File: config.mk
export PLATFORM = sky130hd
export DESIGN_NAME = alu_seq
export DESIGN_NICKNAME = d
export VERILOG_FILES = /design/src/rtl/alu_pkg.sv /design/src/rtl/alu_muldiv_iter.sv /design/src/rtl/alu_seq.sv
export SDC_FILE = /design/constraint.sdc
export NUM_CORES = 1
export LEC_CHECK = 0
export BUFFER_PORTS_ARGS = -buffer_cell sky130_fd_sc_hd__buf_2
export CAP_MARGIN = 30
export CORE_UTILIZATION = 43
export DETAILED_ROUTE_END_ITERATION = 8
export HOLD_SLACK_MARGIN = 0.06
export PLACE_DENSITY = 0.66
export SLEW_MARGIN = 20
export SYNTH_ARGS = -nofsm -noshare
export SYNTH_HDL_FRONTEND = slang
export SYNTH_HIERARCHICAL = 1
export SYNTH_SLANG_ARGS = --single-unit
File: constraint.sdc
create_clock -name CLK -period 2.6 [get_ports CLK]
set_clock_uncertainty 0.05 [all_clocks]
set_input_delay 0.13 -clock CLK [delete_from_list [all_inputs] [get_ports CLK]]
set_output_delay 0.13 -clock CLK [all_outputs]
set_load 0.1 [all_outputs]
File: src/rtl/alu_pkg.sv
// Shared types for the handshaked sequential ALU: op codes, FSM states, filler constant.
package alu_pkg;

    typedef enum logic [3:0] {
        ALU_ADD   = 4'd0,
        ALU_SLL   = 4'd1,
        ALU_SLT   = 4'd2,
        ALU_SLTU  = 4'd3,
        ALU_XOR   = 4'd4,
        ALU_SRL   = 4'd5,
        ALU_OR    = 4'd6,
        ALU_AND   = 4'd7,
        ALU_SUB   = 4'd8,
        ALU_COPY  = 4'd9,
        ALU_MUL   = 4'd10,
        ALU_MULHU = 4'd11,
        ALU_DIVU  = 4'd12,
        ALU_SRA   = 4'd13,
        ALU_REMU  = 4'd14
    } alu_fun_e;

    typedef enum logic [1:0] {
        IDLE,
        BUSY,
        DONE
    } alu_state_e;

    localparam logic [31:0] ALU_DEADBEEF = 32'hDEADBEEF;

    function automatic logic is_mul_op(input logic [3:0] f);
        return (f == ALU_MUL) || (f == ALU_MULHU);
    endfunction

endpackage

File: src/rtl/alu_muldiv_iter.sv
// Iterative unsigned mul (shift-add) / div (restoring), one result bit per cycle.
// Latency: WIDTH cycles after start; done flags the edge that completes the last step.
// No backpressure: result is only meaningful combinationally while done is high.
module alu_muldiv_iter
    import alu_pkg::*;
#(
    parameter int WIDTH = 32
) (
    input  logic             CLK,
    input  logic             RST_N,
    input  logic             start,
    input  logic [3:0]       op,
    input  logic [WIDTH-1:0] a,
    input  logic [WIDTH-1:0] b,
    output logic             done,
    output logic [WIDTH-1:0] result
);
    localparam int CW = $clog2(WIDTH) + 1;

    logic [CW-1:0]        cnt_q, cnt_d;
    logic [3:0]           op_q, op_d;
    logic [WIDTH-1:0]     x_q, x_d;
    logic [2*WIDTH-1:0]   p_q, p_d;
    logic [WIDTH:0]       sum, diff;

    // p holds {acc_hi, multiplier} for MUL and {remainder, quotient} for DIV
    always_comb begin
        op_d  = op_q;
        x_d   = x_q;
        p_d   = p_q;
        cnt_d = cnt_q;
        sum   = {1'b0, p_q[2*WIDTH-1:WIDTH]} + {1'b0, (p_q[0] ? x_q : {WIDTH{1'b0}})};
        diff  = p_q[2*WIDTH-1:WIDTH-1] - {1'b0, x_q};
        if (start) begin
            op_d  = op;
            cnt_d = CW'(WIDTH);
            x_d   = is_mul_op(op) ? a : b;
            p_d   = {{WIDTH{1'b0}}, (is_mul_op(op) ? b : a)};
        end else if (cnt_q != '0) begin
            cnt_d = cnt_q - CW'(1);
            if (is_mul_op(op_q)) begin
                p_d = {sum, p_q[WIDTH-1:1]};
            end else if (!diff[WIDTH]) begin
                p_d = {diff[WIDTH-1:0], p_q[WIDTH-2:0], 1'b1};
            end else begin
                p_d = {p_q[2*WIDTH-2:0], 1'b0};
            end
        end
    end

    always_comb begin
        done = (cnt_q == CW'(1));
        case (op_q)
            ALU_MUL, ALU_DIVU: result = p_d[WIDTH-1:0];
            default:           result = p_d[2*WIDTH-1:WIDTH];
        endcase
    end

    always_ff @(posedge CLK or negedge RST_N) begin
        if (!RST_N) begin
            cnt_q <= '0;
            op_q  <= '0;
            x_q   <= '0;
            p_q   <= '0;
        end else begin
            cnt_q <= cnt_d;
            op_q  <= op_d;
            x_q   <= x_d;
            p_q   <= p_d;
        end
    end

endmodule

File: src/rtl/alu_seq.sv
// Handshaked ALU: single-cycle ops plus iterative MUL/MULHU/DIVU/REMU when ALU_SEQ_MULDIV_EN is defined.
// Latency: 1 cycle accept-to-out_valid for single-cycle ops, WIDTH+1 for iterative ops.
// Backpressure: RESULT/out_valid held until out_ready; in_ready only in IDLE, rising the cycle after handoff.
module alu_seq
    import alu_pkg::*;
#(
    parameter int WIDTH = 32
) (
    input  logic             CLK,
    input  logic             RST_N,
    input  logic             in_valid,
    output logic             in_ready,
    input  logic [WIDTH-1:0] srcA,
    input  logic [WIDTH-1:0] srcB,
    input  logic [3:0]       ALU_FUN,
    output logic             out_valid,
    input  logic             out_ready,
    output logic [WIDTH-1:0] RESULT,
    output logic             busy
);
    localparam int SHW = $clog2(WIDTH);

    function automatic logic [WIDTH-1:0] fill_deadbeef();
        logic [WIDTH-1:0] r;
        for (int i = 0; i < WIDTH; i++) r[i] = ALU_DEADBEEF[i % 32];
        return r;
    endfunction

    localparam logic [WIDTH-1:0] DEADBEEF = fill_deadbeef();

    alu_state_e       state_q, state_d;
    logic [WIDTH-1:0] result_q, result_d;
    logic             in_ready_q, in_ready_d;
    logic             out_valid_q, out_valid_d;
    logic             busy_q, busy_d;
    logic [WIDTH-1:0] alu_res;
    logic [SHW-1:0]   shamt;
    logic             accept;

    assign shamt  = srcB[SHW-1:0];
    assign accept = (state_q == IDLE) && in_ready_q && in_valid;

    always_comb begin
        case (ALU_FUN)
            ALU_ADD:  alu_res = srcA + srcB;
            ALU_SLL:  alu_res = srcA << shamt;
            ALU_SLT:  alu_res = {{(WIDTH-1){1'b0}}, ($signed(srcA) < $signed(srcB))};
            ALU_SLTU: alu_res = {{(WIDTH-1){1'b0}}, (srcA < srcB)};
            ALU_XOR:  alu_res = srcA ^ srcB;
            ALU_SRL:  alu_res = srcA >> shamt;
            ALU_OR:   alu_res = srcA | srcB;
            ALU_AND:  alu_res = srcA & srcB;
            ALU_SUB:  alu_res = srcA - srcB;
            ALU_COPY: alu_res = srcA;
            ALU_SRA:  alu_res = WIDTH'($signed(srcA) >>> shamt);
`ifdef ALU_SEQ_MULDIV_EN
            // Only reached as single-cycle results on divide-by-zero (RISC-V semantics)
            ALU_DIVU: alu_res = {WIDTH{1'b1}};
            ALU_REMU: alu_res = srcA;
`endif
            default:  alu_res = DEADBEEF;
        endcase
    end

`ifdef ALU_SEQ_MULDIV_EN
    logic             md_start;
    logic             md_done;
    logic [WIDTH-1:0] md_result;
    logic             go_iter;

    assign go_iter  = is_mul_op(ALU_FUN) ||
                      (((ALU_FUN == ALU_DIVU) || (ALU_FUN == ALU_REMU)) && (srcB != '0));
    assign md_start = accept && go_iter;

    alu_muldiv_iter #(.WIDTH(WIDTH)) u_muldiv (
        .CLK    (CLK),
        .RST_N  (RST_N),
        .start  (md_start),
        .op     (ALU_FUN),
        .a      (srcA),
        .b      (srcB),
        .done   (md_done),
        .result (md_result)
    );
`endif

    always_comb begin
        state_d  = state_q;
        result_d = result_q;
        case (state_q)
            IDLE: begin
                if (accept) begin
`ifdef ALU_SEQ_MULDIV_EN
                    if (go_iter) begin
                        state_d = BUSY;
                    end else begin
                        result_d = alu_res;
                        state_d  = DONE;
                    end
`else
                    result_d = alu_res;
                    state_d  = DONE;
`endif
                end
            end
            BUSY: begin
`ifdef ALU_SEQ_MULDIV_EN
                if (md_done) begin
                    result_d = md_result;
                    state_d  = DONE;
                end
`else
                state_d = IDLE;
`endif
            end
            DONE: begin
                if (out_ready) state_d = IDLE;
            end
            default: state_d = IDLE;
        endcase
        in_ready_d  = (state_d == IDLE);
        out_valid_d = (state_d == DONE);
        busy_d      = (state_d != IDLE);
    end

    always_ff @(posedge CLK or negedge RST_N) begin
        if (!RST_N) begin
            state_q     <= IDLE;
            result_q    <= '0;
            in_ready_q  <= 1'b0;
            out_valid_q <= 1'b0;
            busy_q      <= 1'b0;
        end else begin
            state_q     <= state_d;
            result_q    <= result_d;
            in_ready_q  <= in_ready_d;
            out_valid_q <= out_valid_d;
            busy_q      <= busy_d;
        end
    end

    assign in_ready  = in_ready_q;
    assign out_valid = out_valid_q;
    assign RESULT    = result_q;
    assign busy      = busy_q;

endmodule

Word level (Yosys, flattened, before mapping)
Cells that the tools add are included.
W data, S select, Z words.
- output and inout bits: 35
- register bits: 37
- logic and storage cells: 38
- bits of input ports: 72
- multiplexer cells: 4
- shifts and indexed selects: 3
- bitwise logic cells: 3
- equal/unequal tests: 12
- add/subtract/negate cells: 2
- reduce and logical (&&, ||, !) cells: 7
- order comparisons: 2
- operators with widths (kind ; count):
    $pmux W32 S11 ; 1
    $lt A32 B32 Y1 ; 2
    $add A32 B32 Y32 ; 1
    $and A32 B32 Y32 ; 1
    $or A32 B32 Y32 ; 1
    $shl A32 B5 Y32 ; 1
    $shr A32 B5 Y32 ; 1
    $sshr A32 B5 Y32 ; 1
    $sub A32 B32 Y32 ; 1
    $xor A32 B32 Y32 ; 1
    $eq A4 B3 Y1 const B ; 4
    $eq A4 B4 Y1 const B ; 3
    $eq A4 B2 Y1 const B ; 2
    $eq A2 B2 Y1 const B ; 2
    $eq A4 B1 Y1 const B ; 1
    $logic_not A2 Y1 ; 2
    $logic_not A4 Y1 ; 1
    $mux W2 ; 2
    $pmux W2 S2 ; 1
    $logic_and A1 B1 Y1 ; 2
    $reduce_and A2 Y1 ; 1
    $reduce_bool A2 Y1 ; 1

Logic depth before layout (Yosys ltp)
- word-level depth: 6
- gate-level depth with buffers: 16
- mapped depth without buffers: 12

Least setup slack after synthesis
No wires, ideal clock.
- path kind: input -> register
- start point: input port srcB[2]
- end point: register result_q[0] (netlist: RESULT[0])
- stages: 16
- setup slack: -1.122 ns
- path buffers: 5
- arrival: 3.543 ns
- data required time: 2.422 ns
- library setup time: 0.128 ns
- path through: clkbuf_1 > inv_1 > buf_2 > buf_1 > clkbuf_1 > ha_1 > buf_2 > nor2_1 > o211ai_1 > a2111oi_2 > o31ai_2 > a211oi_1 > nand2_1 > a32o_1 > a221oi_1 > o21ai_1
- cells in the longest elaborated chain, start to end: 2
- elaborated cells between the ends (all ways): 6
- those cells by class: order compare: 2; shift: 3; mux: 1
- ends and longest elaborated chain (item ; line ; text):
    from (decl) ; alu_seq.sv:14 ; input logic [WIDTH-1:0] srcB,
    $lt A32 B32 Y1 (tied with other cells) ; alu_seq.sv:48 ; ALU_SLTU: alu_res = {{(WIDTH-1){1'b0}}, (srcA < srcB)};
    $pmux W32 S11 * ; alu_seq.sv:44 ; case (ALU_FUN)
    to (signal assigned) ; alu_seq.sv:135 ; result_q <= result_d;
    to (decl) ; alu_seq.sv:32 ; logic [WIDTH-1:0] result_q, result_d;
Mark *: on every way between the ends. The rest lies on a longest branch, timed or not.
A chain may end at the register's enable or synchronous reset.

Final worst setup path
- start point: input port srcA[11]
- end point: register result_q[31] (netlist: RESULT[31])
- cells in the longest elaborated chain, start to end: 2
- elaborated cells between the ends (all ways): 6
- those cells by class: add/sub: 2; shift: 3; mux: 1
- ends and longest elaborated chain (item ; line ; text):
    from (decl) ; alu_seq.sv:13 ; input logic [WIDTH-1:0] srcA,
    $sub A32 B32 Y32 (tied with other cells) ; alu_seq.sv:53 ; ALU_SUB: alu_res = srcA - srcB;
    $pmux W32 S11 * ; alu_seq.sv:44 ;
Marks and branches as above.

==> PnR_summary.wiki <==
{| class="wikitable"
! Metric !! Value
|-
| Outcome || finished with violations
|-
| Failing checks || negative setup slack
|-
| Number of nets in the layout || a little over 2,000
|-
| Number of global-route vias before repair || 13,166
|-
| Cell family contributing the most delay on the critical path || compound AO/OA/AOI/OAI gates
|-
| Number of antenna violations at the first check in global routing || 4
|-
| Unrepaired setup endpoints after global routing || yes
|-
| Residual DRC || 0
|-
| Number of standard cells after synthesis || roughly 1,400
|-
| Clk root buf || clkbuf_16
|-
| Number of clock sinks || 37
|-
| Headroom to the max-slew limit || a little under three fifths
|-
| Core Region || between 20,000 and 25,000 sq um
|-
| Layout overhead on the synthesized area || 46.6%
|-
| Slew at the pin with the worst max-slew slack || roughly 670 ps
|-
| Flip-flop and latch count after synthesis || 37
|-
| Max Slew Vio Count || 0
|-
| Clock insertion delay at the later pin of the skew report || approximately 300 ps
|-
| Required time worst endpoint || between 2000 and 3000 ps
|-
| Pin count of the biggest net entering global routing || between 40 and 50
|-
| Share of synthesized area occupied by flip-flops and latches || between 8 and 9%
|-
| Initial Utilization || between 40% and 50%
|-
| Static Leakage || roughly 7 nW
|-
| Post-DR wirelength/cell || 26.3 microns
|-
| Syn Std Cell Area || roughly 10,000 sq um
|-
| Average instance area after synthesis || 7.38 sq um
|-
| Overall Power || 6.15 mW
|-
| Total overflow reported by the global router || 0
|-
| Number of buffers created by CTS || 5
|-
| Async set-reset flop share out of synthesis || 100%
|-
| Yosys synthesis warning count || 6
|-
| Maxcap violations || 0
|-
| Htree depth || 2
|-
| Total global routing track utilization || between 40% and 50%
|-
| Area used by multi-input combinational logic || between 9000 and 10,000 sq um
|-
| Max Fclk || between 300 and 400 MHz
|-
| PortBufs || between 100 and 150
|-
| Nature of the critical path startpoint || input port
|-
| Slowest stage delay, CP || between 500 and 600 ps
|-
| Non-Filler Cell Area, Final || approximately 15,000 sq um
|-
| Worst slack, placed || -675 ps
|-
| Final hold violations || 0
|-
| Fraction of final layout cells with drive strength greater than 1 || between 30% and 40%
|-
| Number of nets still failing antenna checks after routing || 0
|-
| Post-detail-place hpwl || 44,300 microns
|-
| Count of unique library cells instantiated by Yosys || slightly above 80
|-
| Number of setup violations in the final report || 7
|-
| RD Place Congestion || roughly 1.1
|-
| CTS max path bufs || 2
|-
| Setup crit end kind || register
|-
| Average vias per placed instance || about 6.5
|-
| Top Ports || approximately 110
|-
| First-pass detailed-route iteration total || 8
|-
| Total nets after synthesis || between 1,500 and 2,000
|-
| Arrival time reported for the critical path endpoint || ~2800 ps
|-
| Die Wd || 158 microns
|-
| DIE HEIGHT || about 160 microns
|-
| Tightest Hold Check Type || in2reg
|-
| Cells along the critical path || buf_8 > inv_8 > ha_4 > or4_4 > or3_4 > o211ai_4 > nand3_4 > a211o_1 > o21ai_4 > a2111oi_2 > o32a_1
|-
| Cell with the largest stage delay on the worst path || or4_4
|-
| Via total after detailed routing || between 10,000 and 15,000
|-
| Sum of routed wire length over all layers || ~57,000 microns
|-
| Worst setup slack after layout || -98.0 ps
|-
| Number of DRC markers in iteration 0 || 1,892
|-
| Core Rows || 56
|-
| Power per cell area || between 400 and 500 nW/um^2
|-
| DP Area || around 14,000 sq um
|-
| Maximum fanout encountered on the critical timing path || 4
|-
| Most used flip-flop cell after synthesis || dfrtp_1
|-
| Fin crit period || between 2000 and 3000 ps
|-
| Post-Route Setup TNS || -224 ps
|-
| Overall die area || between 20,000 and 25,000 sq um
|-
| Global-route wire length before repair || about 82,000 microns
|-
| Buf+Inv Stages, Crit Path || 2
|-
| Fill cell instance count of the final layout || 2,162
|-
| Post-route fraction of the period consumed by the critical path || 104%
|-
| Clk slew on worst S/H paths || ~70 ps
|-
| TritonCTS clock tree || done
|-
| Register Area || around 900 sq um
|-
| Count of flip-flops with a built-in enable after synthesis || 0
|-
| Critical setup path kind || in2reg
|-
| Maximum ir drop on the vdd rail || between 0.4 and 0.5 mV
|}
[flip-flops by register name, summed over array words and instances, names as in the netlist]
signal / count
busy: 1
RESULT: 32
out_valid: 1
in_ready: 1
state_q: 2
[cell usage in the layout, fill, tap and decap left out, drive strengths merged, types with 19 or more instances in the layout]
cell type and instances:
nand2 92, o22ai 23, dfrtp 37, buf 535
nor3 36, nor2 202, inv 98, o21ai 92
a21o 19, a21oi 122, ha 104, o211ai 23
a22oi 20, nand3 26, mux4 57, a31oi 22
a211oi 21, mux2i 29
[stage by stage]
stage          hold WS [ps]  utilization [%]  instances
2_1_floorplan          -216                -       1411
3_3_place_gp            292             60.0       2131
3_5_place_dp            110             60.2       2132
4_1_cts                 124             62.8       2151
5_1_grt                 153             64.6       2169
6_report                129             64.7       2170
[path summary, 6_finish.rpt]
check / start / end / slack, ps / depth (start not counted)
setup / recovery: srcA[11] / RESULT[31]$_DFFE_PN0P_ / -100 / 11
hold / removal: out_ready / in_ready$_DFF_PN0_ / 130 / 3
setup reg to reg: state_q[0]$_DFF_PN0_ / RESULT[30]$_DFFE_PN0P_ / 100 / 9
hold reg to reg: RESULT[19]$_DFFE_PN0P_ / RESULT[19]$_DFFE_PN0P_ / 450 / 1
max in group asynchronous: RST_N / in_ready$_DFF_PN0_ / 1620 / 3
min in group asynchronous: RST_N / RESULT[21]$_DFFE_PN0P_ / 330 / 2
[power by group]
part	internal, mW	total, mW	switching, mW	leakage [nW]
sequential	0.720	0.811	0.0908	0.413
clock	0.555	0.862	0.307	0.0944
combinational	1.55	4.48	2.93	6.36
[cells in the mapped netlist, types with 19 or more instances]
| master | n | area [sq um] |
|---|---|---|
| nand3_1 | 25 | 125 |
| a21o_1 | 19 | 143 |
| a31oi_1 | 22 | 138 |
| nor2_1 | 202 | 758 |
| mux4_2 | 57 | 1280 |
| nor3_1 | 35 | 175 |
| a211oi_1 | 21 | 158 |
| o211ai_1 | 22 | 165 |
| mux2i_1 | 29 | 290 |
| o21ai_0 | 90 | 450 |
| a22oi_1 | 20 | 150 |
| a21oi_1 | 122 | 611 |
| nand2_1 | 92 | 345 |
| inv_1 | 96 | 360 |
| ha_1 | 104 | 1300 |
| dfrtp_1 | 37 | 926 |
| o22ai_1 | 23 | 144 |
| clkbuf_1 | 71 | 267 |
[kinds of logic (layout without fill, tap and decap cells)]
family          after synthesis  in the layout  synth area share (%)
compound gates              509            509                  33.9
buf+inv                     209            647                  8.10
simple gates                452            452                  19.9
mux                          95             95                  16.1
flops                        37             37                  8.89
other cells                   1              3                0.0360
fa+ha+maj                   106            106                  12.9
xor+xnor                      2              2                 0.168
[cell type report]
class,count,share of cell area [%]
Sequential cell,37,6.07
Multi-Input combinational cell,1165,60.3
Tap cell,319,2.61
Clock buffer,5,0.820
Timing Repair Buffer,541,27.1
Clock inverter,3,0.451
Inverter,98,2.61
Antenna cell,2,0.0328
[layer usage]
metal  track usage, %  wire [microns]  vias to the layer above
met5                0              10                        -
met4             25.3            3810                        2
met3             8.81            5880                      222
met2             72.4           25400                      986
met1             56.8           22000                     6748
li1                 -               -                     6247
[worst register-to-register path, stage by stage (launching register included)]
cell and delay (ps):
dfrtp_1 400, nor3_2 200, buf_4 200, o21ai_0 180, nand2b_1 240, buf_4 150
or4_1 410, a221oi_1 290, buf_4 190, a31oi_1 80
[what timing repair did]
item                       in CTS  in global routing
gates resized for setup        59                 71
pin swaps                      19                 17
hold endpoints to repair       17                  0
gates cloned                    3                  2
buffers inserted                7                 16
setup endpoints to repair      19                 27
hold buffers                    1                  0
(Power assumes the default switching activity.)
